**src/rtl/vsm_acc_pkg.sv**
```systemverilog
// vsm_acc_pkg: shared op/state encodings and the select-width helper for the accumulator bank.
package vsm_acc_pkg;
  typedef enum logic [2:0] {OP_NOP, OP_CLR, OP_INC, OP_DEC, OP_SHL, OP_SHR, OP_ASR, OP_ROL} op_e;
  typedef enum logic {ST_IDLE, ST_SHIFT} state_e;
  function automatic int sel_width(input int n);
    return (n > 2) ? $clog2(n) : 1;
  endfunction
endpackage

```
**src/rtl/vsm_acc_step.sv**
```systemverilog
// vsm_acc_step: one combinational step of an accumulator op (INC/DEC/CLR or a single shift/rotate bit).
module vsm_acc_step
  import vsm_acc_pkg::*;
#(
  parameter int WIDTH = 8
) (
  input  logic [WIDTH-1:0] i_val,
  input  op_e              i_op,
  input  logic             i_step,
  output logic [WIDTH-1:0] o_val,
  output logic             o_carry,
  output logic             o_carry_we
);
  logic [WIDTH:0] w_sum, w_diff;
  assign w_sum  = {1'b0, i_val} + (WIDTH+1)'(1);
  assign w_diff = {1'b0, i_val} - (WIDTH+1)'(1);
  always_comb begin
    o_val = i_val;
    o_carry = 1'b0;
    o_carry_we = i_step;
    case (i_op)
      OP_NOP: o_carry_we = 1'b0;
      OP_CLR: begin o_val = '0; o_carry_we = 1'b0; end
      OP_INC: {o_carry, o_val} = w_sum;
      OP_DEC: {o_carry, o_val} = w_diff;
      OP_SHL: {o_carry, o_val} = {i_val, 1'b0};
      OP_SHR: {o_val, o_carry} = {1'b0, i_val};
      OP_ASR: {o_val, o_carry} = {i_val[WIDTH-1], i_val};
      default: {o_carry, o_val} = {i_val, i_val[WIDTH-1]};
    endcase
    if (!i_step) o_val = i_val;
  end
endmodule

```
**src/rtl/vsm_accumulator_bank.sv**
```systemverilog
// vsm_accumulator_bank: NUM_ACC x WIDTH accumulators with load/clear/inc/dec and multi-cycle shifts.
// Define VSM_ACC_TRISTATE_EN to float IB when disabled; otherwise IB drives zeros.
module vsm_accumulator_bank
  import vsm_acc_pkg::*;
#(
  parameter int WIDTH   = 8,
  parameter int NUM_ACC = 4,
  parameter int SHAMT_W = 3,
  localparam int SEL_W  = sel_width(NUM_ACC)
) (
  input  logic               MainClock,
  input  logic               ClearN,
  input  logic [WIDTH-1:0]   DataIn,
  input  logic               Latch,
  input  logic [SEL_W-1:0]   Sel,
  input  logic               Start,
  input  logic [2:0]         Op,
  input  logic [SHAMT_W-1:0] ShAmt,
  input  logic               Enable,
  output logic [WIDTH-1:0]   AluA,
  output logic [WIDTH-1:0]   IB,
  output logic               Busy,
  output logic               Done,
  output logic               Zero,
  output logic               Neg,
  output logic               Carry
);
  logic [WIDTH-1:0] r_acc [NUM_ACC];
  state_e r_state, w_nstate;
  op_e r_op, w_op;
  logic [SEL_W-1:0] r_tgt, w_idx;
  logic [SHAMT_W-1:0] r_cnt;
  logic r_done, r_carry;
  logic w_busy, w_start, w_long, w_last, w_step, w_idx_ok, w_sel_ok, w_latch, w_cy, w_cy_we;
  logic [WIDTH-1:0] w_cur, w_src, w_res;

  assign w_busy   = r_state == ST_SHIFT;
  assign w_sel_ok = int'(Sel) < NUM_ACC;
  assign w_cur    = w_sel_ok ? r_acc[Sel] : '0;
  assign w_start  = !w_busy && Start && !Latch;
  assign w_long   = Op[2] && ShAmt != '0;
  assign w_last   = w_busy && r_cnt == SHAMT_W'(1);
  // the single step unit serves the selected acc when idle and the captured target while shifting
  assign w_idx    = w_busy ? r_tgt : Sel;
  assign w_idx_ok = int'(w_idx) < NUM_ACC;
  assign w_src    = w_idx_ok ? r_acc[w_idx] : '0;
  assign w_op     = w_busy ? r_op : op_e'(Op);
  assign w_step   = w_busy || (w_start && !Op[2]);
  assign w_latch  = Latch && w_sel_ok && !(w_busy && Sel == r_tgt);

  vsm_acc_step #(.WIDTH(WIDTH)) u_step (
    .i_val     (w_src),
    .i_op      (w_op),
    .i_step    (w_step),
    .o_val     (w_res),
    .o_carry   (w_cy),
    .o_carry_we(w_cy_we)
  );

  always_comb begin
    w_nstate = (w_start && w_long) ? ST_SHIFT : w_last ? ST_IDLE : r_state;
  end

  always_ff @(posedge MainClock or negedge ClearN)
    if (!ClearN) r_state <= ST_IDLE;
    else r_state <= w_nstate;

  always_ff @(posedge MainClock or negedge ClearN)
    if (!ClearN) begin
      r_acc   <= '{default: '0};
      r_done  <= 1'b0;
      r_carry <= 1'b0;
      r_tgt   <= '0;
      r_op    <= OP_NOP;
      r_cnt   <= '0;
    end else begin
      r_done <= (w_start && !w_long) || w_last;
      if (w_start) begin
        r_tgt <= Sel;
        r_op  <= op_e'(Op);
        r_cnt <= ShAmt;
      end else if (w_busy) r_cnt <= r_cnt - SHAMT_W'(1);
      if (w_step && w_idx_ok) r_acc[w_idx] <= w_res;
      if (w_step && w_cy_we) r_carry <= w_cy;
      if (w_latch) r_acc[Sel] <= DataIn;
    end

  assign AluA  = w_cur;
  assign Busy  = w_busy;
  assign Done  = r_done;
  assign Zero  = w_cur == '0;
  assign Neg   = w_cur[WIDTH-1];
  assign Carry = r_carry;
`ifdef VSM_ACC_TRISTATE_EN
  assign IB = Enable ? w_cur : 'z;
`else
  assign IB = Enable ? w_cur : '0;
`endif
endmodule

```
**config.mk**
```make
export PLATFORM = sky130hd
export DESIGN_NAME = vsm_accumulator_bank
export DESIGN_NICKNAME = d
export VERILOG_FILES = /design/src/rtl/vsm_acc_pkg.sv /design/src/rtl/vsm_acc_step.sv /design/src/rtl/vsm_accumulator_bank.sv
export SDC_FILE = /design/constraint.sdc
export NUM_CORES = 1
export LEC_CHECK = 0
export ABC_AREA = 1
export BUFFER_PORTS_ARGS = -buffer_cell sky130_fd_sc_hd__buf_2
export CAP_MARGIN = 20
export CORE_MARGIN = 8
export CORE_UTILIZATION = 35
export DETAILED_ROUTE_END_ITERATION = 12
export GPL_TIMING_DRIVEN = 1
export HOLD_SLACK_MARGIN = 0.15
export SETUP_SLACK_MARGIN = 0.4
export SKIP_LAST_GASP = 1
export SLEW_MARGIN = 30
export SYNTH_ARGS = -nofsm -noshare
export SYNTH_HDL_FRONTEND = slang
export SYNTH_SLANG_ARGS = --single-unit
```
**constraint.sdc**
```tcl
create_clock -name MainClock -period 2.46 [get_ports MainClock]
set_clock_uncertainty 0.15 [all_clocks]
set_input_delay 0.246 -clock MainClock [delete_from_list [all_inputs] [get_ports MainClock]]
set_output_delay 0.246 -clock MainClock [all_outputs]
set_load 0.005 [all_outputs]
```
# Word level (Yosys, flattened, before mapping)
# Cells that the tools add are included.
dict set report word_totals {
  regBits 43
  latchBits 0
  ramBits 0
  rom_bits 0
  input_bits 21
  out_inout_bits 21
  memories 0
}
dict set report op_classes {
  n_addsub 3
  mul 0
  div_mod_pow 0
  order_cmp 4
  n_eq_ne 8
  shift 0
  mux 25
  bitwise 2
  reduce_logical 26
}
# op count
set ops {}
lappend ops {{$bwmux 32} 2}
lappend ops {{$mux 32} 2}
lappend ops {{$mux 8} 8}
lappend ops {{$pmux 8 s7} 1}
lappend ops {{$bmux 8 s2} 2}
lappend ops {{$demux 8 s2} 2}
lappend ops {{$logic_and 1x1->1} 12}
lappend ops {{$add 8x1->9 const B} 1}
lappend ops {{$eq 3x3->1 const B} 3}
lappend ops {{$mux 3} 3}
lappend ops {{$sub 8x1->9 const B} 1}
lappend ops {{$logic_not 8->1} 1}
lappend ops {{$eq 3x1->1 const B} 2}
lappend ops {{$eq 3x2->1 const B} 2}
lappend ops {{$ge 3x3->1 const B} 2}
lappend ops {{$lt 3x1->1 const B} 2}
lappend ops {{$not 2->3} 2}
lappend ops {{$logic_not 1->1} 5}
lappend ops {{$pmux 1 s4} 1}
lappend ops {{$reduce_bool 2->1} 2}
lappend ops {{$reduce_or 2->1} 2}
lappend ops {{$logic_not 3->1} 1}
lappend ops {{$mux 1} 3}
lappend ops {{$reduce_bool 3->1} 1}
lappend ops {{other kinds (4)} 5}

# Longest topological paths before layout
dict set report depth {
  word_depth 12
  mapped_depth 18
}

# Cells and area by module
# Synthesis repeated with hierarchy kept, for this count alone.
dict set report unflattened {
  cells_unflattened 612
  area_unflattened_um2 3699.8
}
# module n_inst cells_each area_per_inst_um2 seq_area_each_um2
set modules_own_cells {}
lappend modules_own_cells {vsm_accumulator_bank 1 466 3014.1 1076.0}
lappend modules_own_cells {vsm_acc_step 1 146 685.7 0.0}

# Least setup slack after synthesis
# Ideal clock, no wire load.
dict set report synth_path {
  path_kind {register to register}
  start {register r_state (netlist: Busy)}
  end {register r_acc[18] (netlist name)}
  t_arrival_ns 2.122
  required_ns 2.192
  setup_slack_ns 0.070
  path_stages_with_launch 15
  n_path_buf 2
  synth_period_minus_slack_ns 2.390
  cell_sequence {dfrtp_1 -> buf_6 -> nand2_2 -> nand2_2 -> buf_6 -> nand3_2 -> nand2_1 -> nor2_4 -> inv_1 -> ha_1 -> or2_2 -> nand3_1 -> o2111ai_1 -> a21oi_1 -> nor2_1}
}
dict set report synth_via {
  elab_chain_len 12
  word_cells_on_any_way 34
  cone_classes {2 x add/sub; 2 x order compare; 6 x eq/ne; 13 x mux; 1 x bitwise; 10 x reduce/logical}
}
# item line_no
set synth_lines {}
lappend synth_lines {{start, declared} vsm_accumulator_bank.sv:29} ;# state_e r_state, w_nstate;
lappend synth_lines {{start signal, assigned} vsm_accumulator_bank.sv:66} ;# else r_state <= w_nstate;
lappend synth_lines {{$mux 2} vsm_accumulator_bank.sv:44} ;# assign w_idx = w_busy ? r_tgt : Sel;
lappend synth_lines {{$not 2->3 (implied by the code)} {vsm_accumulator_bank.sv:46, vsm_accumulator_bank.sv:83}}
lappend synth_lines {{$bmux 8 s2} vsm_accumulator_bank.sv:46} ;# assign w_src = w_idx_ok ? r_acc[w_idx] : '0;
lappend synth_lines {{$mux 8 (implied by the code) (2 in a row)} vsm_accumulator_bank.sv:46}
lappend synth_lines {{$sub 8x1->9 or $add 8x1->9 (tied branches)} {vsm_acc_step.sv:16, vsm_acc_step.sv:15}}
lappend synth_lines {{$pmux 8 s7} vsm_acc_step.sv:21} ;# case (i_op)
lappend synth_lines {{$mux 8} vsm_acc_step.sv:31} ;# if (!i_step) o_val = i_val;
lappend synth_lines {{$bwmux 32} vsm_accumulator_bank.sv:83} ;# if (w_step && w_idx_ok) r_acc[w_idx] <= w_res;
lappend synth_lines {{$mux 32} vsm_accumulator_bank.sv:83}
lappend synth_lines {{$bwmux 32} vsm_accumulator_bank.sv:85} ;# if (w_latch) r_acc[Sel] <= DataIn;
lappend synth_lines {{$mux 32 (*)} vsm_accumulator_bank.sv:85}
lappend synth_lines {{end signal, assigned by index} vsm_accumulator_bank.sv:83}
lappend synth_lines {{end signal, assigned by index} vsm_accumulator_bank.sv:85}
lappend synth_lines {{end, declared} vsm_accumulator_bank.sv:28} ;# logic [WIDTH-1:0] r_acc [NUM_ACC];
# Mark *: on every way between the ends. The rest lies on a longest branch, timed or not. The select of a mux whose other input is x is not followed.
# A chain may end at the register's enable or synchronous reset.

# Worst setup path after layout
dict set report layout_path {
  start {register r_state (netlist: Busy)}
  end {register r_acc[26] (netlist name)}
}
# The elaborated chain is that of the path after synthesis.

==> impl_results.md <==
* Max frequency at 413 MHz
* FF-to-FF path depth at 14
* Number of global-route vias before repair at 4287
* Period utilization at 98.5%
* Storage cell area at 1080 um2
* Critical path's largest stage delay at ~0.46 ns
* Core area at 10700 um2
* Number of CTS-inserted buffers at 5
* Antenna-violating nets left at 0
* Slowest CP cell: dfrtp_2
* Via count at 4239
* Worst EP arrival at 2.48 ns
* Die Wd at 121 um
* Startpoint Class: register
* # nets final at 694
* Post-DP Area at 4350 um2
* Layout cells sized above 1 at 35.2%
* Fill count at ~1100
* Largest net degree at the start of global routing at 23
* Cell Rows at 38
* Initial DRC count at 294
* TritonRoute pass-1 iters at 5
* Yosys reg bits at 43
* Initial antenna violation count at 0
* Mean post-synth cell area at 6.63 um2
* ANT cells at 0
* Fin util at 49.1%
* Netlist Area Pre-Place at 3820 um2
* Crit end category: register
* Pins over their slew limit at 0
* CTS Buffer Depth at 2
* Initial Utilization at 35.6%
* Drt drc at 0
* HPWL after DPL at around 9.5 mm
* WP buf/inv at 3
* Crit path max fanout at 6
* Peak VDD IR at roughly 0.76 mV
* Post-Layout Inst Area at 5280 um2
* Clk slew on worst S/H paths at 0.10 ns
* Hold path depth at 4
* TritonCTS clock tree: yes
* Root buffer cell: clkbuf_8
* CP delay by family, top: simple AND/OR/NAND/NOR gates
* Crit-path cells: buf_12 > nand2_4 > nand2_8 > nand3_2 > nand2_2 > nor2_4 > buf_4 > inv_2 > ha_4 > or2_4 > nand3_2 > o2111ai_4 > a21oi_1 > nor2_1
* Critical Path RT at 2.52 ns
* Slew headroom at 64.5%
* Netlist cell types at 40
* Total track usage at roughly 18%
* Ys flop type: dfrtp_1
* Seq/Total Area, Yosys at 28.1%
* # setup viols final at 0
* Vias per cell at 5.23
* Status: completed
* Most frequent cells in the layout: nand2_1 (89), inv_1 (80), nor2_1 (64)
* Setup Crit Path Kind: reg -> reg
* EDFF count, synth at 0
* H-tree levels at 2
* Final GP Congestion at 0.947
* Unrepaired setup endpoints after global routing: yes
* Synthesized instance count at 577
* # Max-Cap Violations at 0
* Full die area at 14500 um2
* Drt wl/cell at approximately 16 um
* Chip Height at 121 um
* Hold Path Class: in -> reg
* DRT Wirelength at between 10 and 15 mm
* GRT overflow at 0
* Power density of the placed cells at roughly 1600 nW/um2
* Async S/R FF share, synth at 100%
* IO Pins at between 40 and 50
* Critical Path Stages at 14
* Final Hold Vio Count at 0
* Leak pwr at 2.58 nW
* Final Power at 0.00845 W
* First-pass GRT wire length at 21.6 mm
* Clock sink count at 43
* Clock Latency Late Sink at between 0.3 and 0.4 ns
* Yosys warns at 0
* Area of the multi-input gates at between 2000 and 3000 um2
* Area growth syn-to-layout at 38.0%
* IO buf count at 41
* Mapped Nets at 602
* Crit path top cell by count: nand3_2
* Slew @ Worst Pin at 0.532 ns
* Commonest non-fill, non-tap cell in the layout: nand2_1
* Period minus WS final at 2.42 ns
[cells by family (layout without fill, tap and decap cells)]
group           count (synthesis)  count (layout)  share of synthesized area (%)
buf+inv                       112             204                           12.9
xor+xnor                        1               1                          0.229
simple gates                  285             286                           37.4
fa+ha+maj                       4               4                           1.31
flops                          43              43                           28.1
compound gates                132             132                           20.0
[cell type report]
class | instances | area share [%]
Multi-Input combinational cell | 423 | 52.0
Sequential cell | 43 | 20.4
Timing Repair Buffer | 99 | 15.1
Inverter | 97 | 7.35
Tap cell | 140 | 3.32
Clock buffer | 6 | 1.56
Clock inverter | 2 | 0.261
[state kept, by name, summed over array words and instances (netlist names)]
signal  flops
r_cnt       3
Carry       1
Done        1
Busy        1
r_acc      32
r_op        3
r_tgt       2
[routing by layer]
metal  part of all wire [%]  vias to the layer above  track usage, %
met5                      0                        -               0
met4                    1.9                        0            5.62
met3                    5.3                       21            2.70
met2                     49                      152            30.2
met1                     44                     2017            23.6
li1                       -                     2049               -
[per-stage QoR]
stage	instances	hold WS, ns	TNS [ns]	worst slack [ns]
after global placement	762	0.0953	0	0.0186
after floorplan	577	-0.200	0	0.203
final	810	0.185	0	0.0380
after CTS	802	0.0931	0	0.0794
after detailed placement	762	0.103	0	0.00170
after global routing	810	0.194	-1.34	-0.110
[synthesized netlist by cell type, types with 6 or more instances]
| cell | instances | share of area [%] |
|---|---|---|
| o21a_1 | 7 | 1.4 |
| buf_6 | 6 | 1.8 |
| inv_1 | 85 | 8.3 |
| nor2_2 | 10 | 1.6 |
| a21oi_1 | 42 | 5.5 |
| o22ai_1 | 14 | 2.3 |
| inv_2 | 11 | 1.1 |
| dfrtp_1 | 43 | 28 |
| nand3_2 | 14 | 3.7 |
| nand2_2 | 14 | 2.3 |
| nor2_4 | 7 | 2.1 |
| o21ai_1 | 7 | 0.92 |
| nor2_1 | 71 | 7.0 |
| nand2_4 | 8 | 2.4 |
| o21ai_0 | 40 | 5.2 |
| nand2_1 | 113 | 11 |
| nand3_1 | 40 | 5.2 |
[final timing paths]
check | start | end | slack [ns]
max | Busy | r_acc[26] | 0.04
min | Start | r_op[2] | 0.19
max reg2reg | Busy | r_acc[26] | 0.04
min reg2reg | Carry | Carry | 0.34
max in group asynchronous | ClearN | r_acc[5] | 1.14
min in group asynchronous | ClearN | Done | 0.28
[power by group]
part	switching [W]	total, W	leakage [nW]	internal, W
combinational	0.00389	0.00649	2.03	0.00260
clock	0.000293	0.000524	0.0516	0.000231
sequential	0.000365	0.00143	0.502	0.00107
[worst register-to-register path, cell delays in order (launching register included)]
cell	delay, ns
dfrtp_2	0.46
buf_12	0.17
nand2_4	0.14
nand2_8	0.09
nand3_2	0.07
nand2_2	0.06
nor2_4	0.15
buf_4	0.13
inv_2	0.04
ha_4	0.16
or2_4	0.22
nand3_2	0.07
o2111ai_4	0.19
a21oi_1	0.18
nor2_1	0.05
[what timing repair did]
action                                  CTS  global route
hold endpoints to repair                 61             1
buffers inserted                         16             5
pin swaps                                29            12
gates cloned                              2             2
hold buffers                             14             1
endpoints found under the setup margin   33            43
gates resized for setup                  57            43
No activity file was read; power rests on OpenSTA's default activity.
